<file path="config.mk">
export PLATFORM = sky130hd
export DESIGN_NAME = div_seq_param
export DESIGN_NICKNAME = d
export VERILOG_FILES = /design/src/rtl/div_pkg.sv /design/src/rtl/div_restore_step.sv /design/src/rtl/div_seq_param.sv
export SDC_FILE = /design/constraint.sdc
export NUM_CORES = 1
export LEC_CHECK = 0
export ABC_AREA = 1
export BUFFER_PORTS_ARGS = -buffer_cell sky130_fd_sc_hd__buf_2
export CAP_MARGIN = 20
export CORE_UTILIZATION = 40
export DETAILED_ROUTE_END_ITERATION = 10
export PLACE_DENSITY = 0.59
export SLEW_MARGIN = 10
export SYNTH_ARGS = -nofsm -noshare
export SYNTH_HDL_FRONTEND = slang
export SYNTH_SLANG_ARGS = --single-unit
</file>
<file path="constraint.sdc">
create_clock -name clk -period 2 [get_ports clk]
set_input_delay 0.4 -clock clk [delete_from_list [all_inputs] [get_ports clk]]
set_output_delay 0.4 -clock clk [all_outputs]
set_load 0.1 [all_outputs]
</file>
<file path="src/rtl/div_pkg.sv">
// Shared types and helpers for the sequential restoring divider.
// State encoding plus conditional two's-complement negate / magnitude helpers.
package div_pkg;

  localparam int STATE_W = 2;

  // Widest operand the helper functions handle; callers zero-extend into it
  // and truncate the result back to their own width.
  localparam int MAX_W = 64;

  typedef enum logic [STATE_W-1:0] {
    IDLE = 2'd0,
    CALC = 2'd1,
    FIX  = 2'd2,
    DONE = 2'd3
  } state_t;

  // Two's-complement negate when neg is set; the low bits of the result are
  // correct for any narrower width.
  function automatic logic [MAX_W-1:0] cond_negate(input logic [MAX_W-1:0] v,
                                                   input logic neg);
    return neg ? (~v + MAX_W'(1)) : v;
  endfunction

  // Magnitude of a value whose sign is supplied separately (unsigned mode
  // passes is_neg=0). The most negative value maps to 2^(W-1), which still
  // fits as an unsigned W-bit number.
  function automatic logic [MAX_W-1:0] abs_val(input logic [MAX_W-1:0] v,
                                               input logic is_neg);
    return cond_negate(v, is_neg);
  endfunction

endpackage

</file>
<file path="src/rtl/div_restore_step.sv">
// One restoring-division iteration: shift the next dividend bit into the
// partial remainder and subtract the divisor magnitude when it fits.
module div_restore_step
  import div_pkg::*;
#(
  parameter int W = 8
) (
  input  logic [W-1:0] rem,
  input  logic         q_msb,
  input  logic [W-1:0] dmag,
  output logic [W-1:0] rem_next,
  output logic         q_bit
);

  logic [W:0] shifted;

  // Compare the W+1 bit shifted remainder so a carry-out is never lost.
  always_comb begin
    shifted  = {rem, q_msb};
    q_bit    = (shifted >= {1'b0, dmag});
    rem_next = q_bit ? W'(shifted - {1'b0, dmag}) : shifted[W-1:0];
  end

endmodule

</file>
<file path="src/rtl/div_seq_param.sv">
// Multi-cycle restoring divider, signed or unsigned per operation, one
// quotient bit per cycle, valid/ready on both sides.
// Optional macro DIV_FAST_SPECIAL_EN: divide-by-zero, signed overflow and
// |D| < |d| finish straight from IDLE instead of iterating.
module div_seq_param
  import div_pkg::*;
#(
  parameter int W = 8
) (
  input  logic         clk,
  input  logic         rst_n,
  input  logic         in_valid,
  output logic         in_ready,
  input  logic         signed_mode,
  input  logic [W-1:0] dividend,
  input  logic [W-1:0] divisor,
  output logic         out_valid,
  input  logic         out_ready,
  output logic [W-1:0] quotient,
  output logic [W-1:0] remainder,
  output logic         div_by_zero,
  output logic         overflow
);

  localparam int CNT_W = $clog2(W + 1);
  localparam logic [W-1:0] MIN_VAL = {1'b1, {(W-1){1'b0}}};

  state_t state_reg, state_next;

  logic [CNT_W-1:0] cnt_reg;
  logic [W-1:0]     rem_reg, quo_reg, dmag_reg;
  logic             q_neg_reg, r_neg_reg, dz_reg, ovf_reg;
  logic [W-1:0]     quotient_reg, remainder_reg;
  logic             dz_out_reg, ovf_out_reg;

  logic             dvd_neg, dvs_neg, in_dz, in_ovf, cnt_last;
  logic [W-1:0]     dvd_mag, dvs_mag;
  logic [W-1:0]     step_rem;
  logic             step_q;
`ifdef DIV_FAST_SPECIAL_EN
  logic             fast_take;
`endif

  // Operand decode for the accept cycle: signs, magnitudes, special cases.
  always_comb begin
    dvd_neg = signed_mode && dividend[W-1];
    dvs_neg = signed_mode && divisor[W-1];
    dvd_mag = W'(abs_val(MAX_W'(dividend), dvd_neg));
    dvs_mag = W'(abs_val(MAX_W'(divisor), dvs_neg));
    in_dz   = (divisor == '0);
    in_ovf  = signed_mode && (dividend == MIN_VAL) && (divisor == '1);
    cnt_last = (cnt_reg == CNT_W'(W - 1));
`ifdef DIV_FAST_SPECIAL_EN
    fast_take = in_dz || in_ovf || (dvd_mag < dvs_mag);
`endif
  end

  div_restore_step #(.W(W)) u_step (
    .rem      (rem_reg),
    .q_msb    (quo_reg[W-1]),
    .dmag     (dmag_reg),
    .rem_next (step_rem),
    .q_bit    (step_q)
  );

  // State register; reset abandons any operation in flight.
  always_ff @(posedge clk) begin
    if (!rst_n) state_reg <= IDLE;
    else        state_reg <= state_next;
  end

  // Next-state and handshake outputs.
  always_comb begin
    state_next = state_reg;
    in_ready   = 1'b0;
    out_valid  = 1'b0;
    case (state_reg)
      IDLE: begin
        in_ready = 1'b1;
        if (in_valid) begin
`ifdef DIV_FAST_SPECIAL_EN
          state_next = fast_take ? DONE : CALC;
`else
          state_next = CALC;
`endif
        end
      end
      CALC: if (cnt_last) state_next = FIX;
      FIX:  state_next = DONE;
      DONE: begin
        out_valid = 1'b1;
        if (out_ready) state_next = IDLE;
      end
      default: state_next = IDLE;
    endcase
  end

  // Operand capture, iteration datapath and result registers.
  always_ff @(posedge clk) begin
    if (!rst_n) begin
      cnt_reg       <= '0;
      rem_reg       <= '0;
      quo_reg       <= '0;
      dmag_reg      <= '0;
      q_neg_reg     <= 1'b0;
      r_neg_reg     <= 1'b0;
      dz_reg        <= 1'b0;
      ovf_reg       <= 1'b0;
      quotient_reg  <= '0;
      remainder_reg <= '0;
      dz_out_reg    <= 1'b0;
      ovf_out_reg   <= 1'b0;
    end else begin
      case (state_reg)
        IDLE: begin
          if (in_valid) begin
            cnt_reg   <= '0;
            rem_reg   <= '0;
            quo_reg   <= dvd_mag;
            dmag_reg  <= dvs_mag;
            q_neg_reg <= dvd_neg ^ dvs_neg;
            r_neg_reg <= dvd_neg;
            dz_reg    <= in_dz;
            ovf_reg   <= in_ovf;
`ifdef DIV_FAST_SPECIAL_EN
            if (fast_take) begin
              quotient_reg  <= in_dz ? '1 : (in_ovf ? MIN_VAL : '0);
              remainder_reg <= in_ovf ? '0 : dividend;
              dz_out_reg    <= in_dz;
              ovf_out_reg   <= in_ovf;
            end
`endif
          end
        end
        CALC: begin
          rem_reg <= step_rem;
          quo_reg <= {quo_reg[W-2:0], step_q};
          cnt_reg <= cnt_reg + CNT_W'(1);
        end
        FIX: begin
          // A zero divisor leaves rem = |D|, so re-signing restores the dividend.
          quotient_reg  <= dz_reg  ? '1 :
                           ovf_reg ? MIN_VAL :
                           W'(cond_negate(MAX_W'(quo_reg), q_neg_reg));
          remainder_reg <= ovf_reg ? '0 : W'(cond_negate(MAX_W'(rem_reg), r_neg_reg));
          dz_out_reg    <= dz_reg;
          ovf_out_reg   <= ovf_reg;
        end
        default: ;
      endcase
    end
  end

  assign quotient    = quotient_reg;
  assign remainder   = remainder_reg;
  assign div_by_zero = dz_out_reg;
  assign overflow    = ovf_out_reg;

endmodule

</file>
# ---- Yosys cells after proc, flatten, opt, wreduce, memory -nomap -nowiden
# Index checks and enable logic that the tools add are counted.
# W data, S select, Z words.
dict set report word_totals {
  regBits 52
  in_bits 21
  output_inout_bits 20
  word_cells 64
}
dict set report op_classes {
  add_sub_neg 6
  n_lt_le_gt_ge 1
  eq_ne 9
  muxes 20
  n_bitwise 5
  reduce_logical 10
}
# op count
set ops {}
lappend ops {{$mux W8} 10}
lappend ops {{$add A8 B1 Y8 const B} 4}
lappend ops {{$not A8 Y8} 4}
lappend ops {{$pmux W8 S2} 2}
lappend ops {{$eq A8 B8 Y1 const B} 2}
lappend ops {{$ge A9 B8 Y1} 1}
lappend ops {{$logic_not A8 Y1} 1}
lappend ops {{$pmux W2 S4} 1}
lappend ops {{$pmux W4 S2} 1}
lappend ops {{$sub A8 B8 Y8} 1}
lappend ops {{$mux W2} 3}
lappend ops {{$ne A2 B2 Y1 const B} 3}
lappend ops {{$add A4 B1 Y4 const B} 1}
lappend ops {{$eq A2 B2 Y1 const B} 2}
lappend ops {{$eq A4 B3 Y1 const B} 1}
lappend ops {{$logic_and A1 B1 Y1} 4}
lappend ops {{$mux W4} 1}
lappend ops {{$reduce_and A2 Y1} 2}
lappend ops {{$reduce_and A3 Y1} 1}
lappend ops {{$eq A2 B1 Y1 const B} 1}
lappend ops {{$logic_not A2 Y1} 1}
lappend ops {{$mux W1} 2}
lappend ops {{$reduce_bool A2 Y1} 1}
lappend ops {{$xor A1 B1 Y1} 1}

# ---- Logic depth before layout (Yosys ltp)
# Gate-level depths: netlist (run 1).
dict set report depth {
  word_depth 5
  mapped_depth 12
  depth_no_buf 12
}

# ---- Hierarchy
# From an unflattened synthesis (run 1), not the netlist that was laid out.
dict set report hier_totals {
  cells_unflattened 513
  area_unflattened_um2 3395.8
}
# mod instances cells_per_inst area_each_um2
set by_module_without_submodules {}
lappend by_module_without_submodules {div_seq_param 1 404 2741.4}
lappend by_module_without_submodules {div_restore_step 1 109 654.4}

# ---- Worst setup path after synthesis (run 1)
# OpenSTA, ideal clock, no wires.
dict set report synth_timing {
  kind {reg-to-reg}
  from {register state_reg[0]}
  to {register quo_reg[5]}
  arrival_time_ns 2.126
  required_time_ns 1.932
  path_slack_ns -0.194
  stages_incl_launch_ff 10
  synth_period_minus_slack_ns 2.194
  path_cell_list {dfxtp_1 > inv_1 > ha_1 > nand2_4 > o21ai_4 > inv_4 > buf_6 > a21oi_2 > o21ai_1 > a21oi_2}
}
dict set report synth_between {
  elab_chain_cells 3
  elab_cells_between_ends 6
  cone_classes {eq/ne: 2; mux: 1; reduce/logical: 3}
}
# item line
set synth_lines {}
lappend synth_lines {{from (decl)} div_seq_param.sv:28} ;# state_t state_reg, state_next;
lappend synth_lines {{from (signal assigned)} div_seq_param.sv:69} ;# else state_reg <= state_next;
lappend synth_lines {{$eq A2 B1 Y1 / $logic_not A2 Y1 (equally long branches)} div_seq_param.sv:114} ;# case (state_reg)
lappend synth_lines {{$reduce_bool A2 Y1 (no line) / $ne A2 B2 Y1 (equally long branches)} -}
lappend synth_lines {{$reduce_and A2 Y1 (no line)} -}
lappend synth_lines {{to (signal assigned)} div_seq_param.sv:119} ;# quo_reg <= dvd_mag;
lappend synth_lines {{to (signal assigned)} div_seq_param.sv:137} ;# quo_reg <= {quo_reg[W-2:0], step_q};
lappend synth_lines {{to (decl)} div_seq_param.sv:31} ;# logic [W-1:0] rem_reg, quo_reg, dmag_reg;
# Parallel ways exist; a longest one is shown, timed or not.
# A chain may end at the register's enable or synchronous reset.

# ---- Worst setup path in the final report (run 1)
dict set report layout_timing {
  from {register state_reg[0]}
  to {output port in_ready}
}
dict set report layout_between {
  elab_chain_cells 2
}
# item line
set layout_lines {}
lappend layout_lines {{$logic_not A2 Y1} div_seq_param.sv:77} ;# case (state_reg)
lappend layout_lines {{$mux W1} div_seq_param.sv:77}
lappend layout_lines {{to (decl)} div_seq_param.sv:13} ;# output logic in_ready,
# Every way passes these cells.

==> results of run 1 <==
==> synth_stat cells, types with 5 or more instances <==
cell type / instances / area (um2)
nor2_2: 5 / 31.3
nor2_1: 24 / 90.1
a21oi_1: 63 / 315
inv_2: 7 / 26.3
nand4_1: 6 / 37.5
nand3_1: 47 / 235
ha_1: 18 / 225
dfxtp_1: 52 / 1040
nand2_1: 91 / 342
o21ai_0: 28 / 140
o211ai_1: 7 / 52.6
inv_1: 59 / 221
nor3_1: 7 / 35.0
==> placed cells by master, fill, tap and decap left out, types with 7 or more instances in the layout <==
master     n
inv_2      7
ha_1      17
o21ai_0   28
nor3_1     7
nor2_1    24
o211ai_1   7
a21oi_1   63
nand2_1   91
nand3_1   47
buf_2     40
dfxtp_1   52
inv_1     59
==> report_power, final <==
group	switching, mW	internal [mW]
clock	0.409	0.256
combinational	3.26	1.54
sequential	0.263	1.31
==> routing by layer <==
| metal | vias to the layer above | wire, um | track usage |
|---|---|---|---|
| met5 | - | 0 | 0 |
| met2 | 61 | 3780 | 0.356 |
| li1 | 1641 | - | - |
| met4 | 0 | 101 | 0.0469 |
| met1 | 1435 | 3830 | 0.270 |
| met3 | 9 | 404 | 0.0290 |
==> critical path, stage by stage (launching register included) <==
cell	delay, ns
dfxtp_1	0.35
inv_1	0.10
ha_2	0.28
buf_2	0.46
==> logic make-up (layout without fill, tap and decap cells) <==
logic type | Yosys count | in the layout | share of synthesized area
AOI/OAI and AO/OA | 115 | 115 | 0.204
xor gates and xnor gates | 8 | 8 | 0.0215
adders and majority gates | 19 | 19 | 0.0754
buffers and inverters | 81 | 121 | 0.104
DFF | 52 | 52 | 0.320
and+or+nand+nor | 195 | 195 | 0.275
==> final timing paths <==
check | endpoint | start | cells after the start | slack [ns]
setup / recovery | in_ready | state_reg[0]$_SDFFE_PN0P_ | 3 | 0.1
hold / removal | quo_reg[7]$_SDFFE_PN0P_ | dividend[7] | 3 | 0.35
setup reg to reg | rem_reg[4]$_SDFFE_PN0P_ | quo_reg[7]$_SDFFE_PN0P_ | 10 | 0.19
hold reg to reg | remainder[7]$_SDFFE_PN0P_ | remainder[7]$_SDFFE_PN0P_ | 2 | 0.47
==> area by class of cell <==
class	count	area [um2]
Clock buffer	5	68.8
Sequential cell	52	1040
Clock inverter	3	26.3
Tap cell	102	128
Timing Repair Buffer	46	245
Inverter	67	254
Fill cell	861	4170
Multi-Input combinational cell	337	1880
==> repair_timing <==
action,in CTS,in global routing
resized for setup,0,1
endpoints found under the setup margin,0,1
hold buffers,0,0
==> metrics, run 1 <==
Die Ht 92.2 um; vias per cell 5.14; Area Growth Syn to Fin 12.0%; CTS Buffer Depth 2; ratio of cells with drive above 1 in the final layout 0.169; post-route insts no fill 612; max cap viols 0; WHS 0.349 ns; Clock Skew 0.0137 ns; endpoints failing setup 0; worst slew pin tran 0.577 ns; Final Cycle Share 0.951; PD cells 1930 nW/um2; CP max FO 5; slack of the critical path 0.0987 ns; CP startpoint kind flip-flop; Area after DPL 3540 um2; final instance area 3640 um2; Mapped Area 3250 um2; Synth Instances 470; via count 3146; Critical Path AT 1.50 ns; Routed WL 8120 um; post-layout util 0.466; post-synthesis sequential area ratio 0.320; grt total ovfl 0; TritonCTS clock tree built; WS Path Type flip-flop to output pin; RSZ-0062 raised after global routing no; type of the worst min-delay path input pin to flip-flop; CTS Sinks 52; FP Rows 32; vias in the first global route 2951; Starting Density 0.417; Max VDD drop 0.00131 V; setup_tns 0 ns; setup bufs post-CTS 0; Critical Path RT 1.60 ns; Final Power 7.04 mW; worst skew pair latency 0.32 ns; I/O Pins 41; die area 8490 um2; Port Buf Inserts 40; largest net degree at the start of global routing 30; Synth warnings 0; max_slew headroom 0.615; fmax 526 MHz; net count after synthesis 510; Hold Fails Final Rpt 0; die width 92.2 um; first-pass GRT wire length 14000 um; Antenna Violating Nets Remaining 0; wire per inst 13.3 um; Clock Root Buffer clkbuf_8; Post-synth ARST share 0; fin. max-slew vios 0; Placement Setup Slack 0.142 ns; final worst path period need 1.90 ns; #FFs+latches synth 52; initial antenna violation count 0; # diodes 0; final estimated routing congestion in global placement 0.838; GRT Util Overall 0.206; DRC 0; Clk pin slew, worst setup/hold paths 0.12 ns; number of distinct library cells after synthesis 39; DRT Pass-1 Iters 4; Avg Cell Area, Syn 6.92 um2; Final HPWL DP 6260 um; H-tree Lvls 2; Post-synth EDFFs 0; fin nets 549; Critical Path End Type output pin; static leakage power 1.66 nW; CTS buffer count 5; placed insts 604; outcome completed; area of the core 7810 um2; Synth Flop Type dfxtp_1; number of DRC markers in iteration 0 161
Note: power is estimated with default switching activity, not from simulation.
==> run 2: changes to the inputs <==
--- a/config.mk
+++ b/config.mk
@@ -10,6 +10,7 @@
 export CAP_MARGIN = 20
 export CORE_UTILIZATION = 40
 export DETAILED_ROUTE_END_ITERATION = 10
+export MAX_ROUTING_LAYER = met4
 export PLACE_DENSITY = 0.59
 export SLEW_MARGIN = 10
 export SYNTH_ARGS = -nofsm -noshare
==> metrics, run 2 (synthesis results as in run 1) <==
outcome completed; worst skew pair latency 0.31 ns (about the same); type of the worst min-delay path input pin to flip-flop; Switching Share 0.558 (-0.000678); fin nets 549 (unchanged); RSZ-0062 raised after global routing no; GRT Util Overall 0.212 (+0.00578); CTS buffer count 5 (unchanged); static leakage power 1.66 nW (unchanged); fmax 528 MHz (+0.45%); Die Ht 92.2 um (unchanged); Buf+Inv Stages, Crit Path 2 (unchanged); grt total ovfl 0 (unchanged); Max VDD drop 0.00131 V (-0.18%); vias in the first global route 2956 (+0.17%); Worst path max stage delay 0.46 ns (about the same); DRT Pass-1 Iters 4 (unchanged); max cap viols 0 (unchanged); fin. max-slew vios 0 (unchanged); area of the core 7810 um2 (unchanged); most frequent cells in the layout nand2_1, a21oi_1, inv_1; I/O Pins 41 (unchanged); final worst path period need 1.89 ns (-0.00853 ns); Hold Fails Final Rpt 0 (unchanged); Clk pwr share 0.093 (about the same); FP Rows 32 (unchanged); Placement Setup Slack 0.142 ns (unchanged); internal cell power 3.11 mW (about the same); # diodes 0 (unchanged); wire per inst 13.2 um (-0.50%); Top delay family on crit path buffers and inverters; combinational power share 0.683 (+0.002); Crit-path slowest cell buf_2; setup bufs post-CTS 0 (unchanged); DRC 0 (unchanged); endpoints failing setup 0 (unchanged); final instance area 3640 um2 (unchanged); first-pass GRT wire length 14000 um (about the same); Psw 3.92 mW (-0.29%); H-tree Lvls 2 (unchanged); WS Path Type flip-flop to output pin; Final Cycle Share 0.946 (-0.00427); CTS Sinks 52 (unchanged); Final Power 7.03 mW (-0.16%); commonest non-fill, non-tap cell in the layout nand2_1; ratio of cells with drive above 1 in the final layout 0.169 (unchanged); Critical Path End Type output pin; Routed WL 8080 um (-0.50%); number of DRC markers in iteration 0 173 (+7.5%); CP max FO 5 (unchanged); Layout fillers 861 (unchanged); max_slew headroom 0.630 (+0.0156); setup_tns 0 ns (unchanged); Clock Skew 0.00936 ns (-0.00437 ns); worst slew pin tran 0.554 ns (-0.0233 ns); Clk pin slew, worst setup/hold paths 0.11 ns (about the same); Final HPWL DP 6260 um (unchanged); Area after DPL 3540 um2 (unchanged); CTS Buffer Depth 2 (unchanged); post-layout util 0.466 (unchanged); sequential share of power 0.225 (about the same); PD cells 1930 nW/um2 (-0.16%); TritonCTS clock tree built; vias per cell 5.13 (-0.29%); Area Growth Syn to Fin 12.0% (unchanged); Critical Path RT 1.60 ns (about the same); via count 3137 (-0.29%); largest net degree at the start of global routing 30 (unchanged); Antenna Violating Nets Remaining 0 (unchanged); Starting Density 0.417 (unchanged); Port Buf Inserts 40 (unchanged); CP startpoint kind flip-flop; worst path cell trace inv_1 > ha_2 > buf_2; die area 8490 um2 (unchanged); Critical Path AT 1.49 ns (about the same); slack of the critical path 0.107 ns (+0.00853 ns); die width 92.2 um (unchanged); final estimated routing congestion in global placement 0.851 (+1.6%); Clock Root Buffer clkbuf_8; initial antenna violation count 0 (unchanged)
-- run 2: cell counts in the layout (fill, tap and decap cells not counted) --
Identical to the previous run, type by type.
-- run 2: stage by stage --
step,instances,hold WS [ns]
4_1_cts,612,0.348
5_1_grt,612,0.388
3_3_place_gp,604,0.451
3_5_place_dp,604,0.454
6_report,612,0.361
2_1_floorplan,470,0.442
-- run 2: routing by layer --
metal  wire length [um]  vias to the layer above  global-route usage
met4                 74                        0              0.0469
met2               3790                       72               0.356
met5                  0                        -                   -
met1               3750                     1419               0.270
li1                   -                     1639                   -
met3                470                        7              0.0282
-- run 2: worst paths after layout --
path / start / to / slack [ns] / cells after the start
max reg2reg: quo_reg[7]$_SDFFE_PN0P_ / rem_reg[4]$_SDFFE_PN0P_ / 0.22 / 10
min reg2reg: remainder[0]$_SDFFE_PN0P_ / remainder[0]$_SDFFE_PN0P_ / 0.47 / 2
min: dividend[7] / quo_reg[7]$_SDFFE_PN0P_ / 0.36 / 3
max: state_reg[0]$_SDFFE_PN0P_ / in_ready / 0.11 / 3
-- run 2: repair_timing --
item	4_1_cts	5_1_grt
resized for setup	0	1
endpoints found under the setup margin	0	1
hold buffers	0	0
-- run 2: area by class of cell --
cell class	instances	area [um2]	area share
clock inverter	3	26.3	0.00722
sequential	52	1040	0.286
clock buffer	5	68.8	0.0189
inverter	67	254	0.0698
multi-input combinational	337	1880	0.516
timing repair buffer	46	245	0.0674
tap	102	128	0.0351
-- run 2: tightest hold or removal path, cell delays in order --
cell,delay [ns]
buf_2,0.11
nand3_1,0.07
a21oi_1,0.05
-- run 2: power by group through the flow --
stage,Clock (mW),Sequential (mW),Combinational (mW)
5_1_grt,0.711,1.62,5.38
4_1_cts,0.671,1.58,4.79
3_5_place_dp,0,1.60,4.76
3_3_place_gp,0,1.59,4.74
2_1_floorplan,0,1.92,3.57
6_report,0.651,1.58,4.80
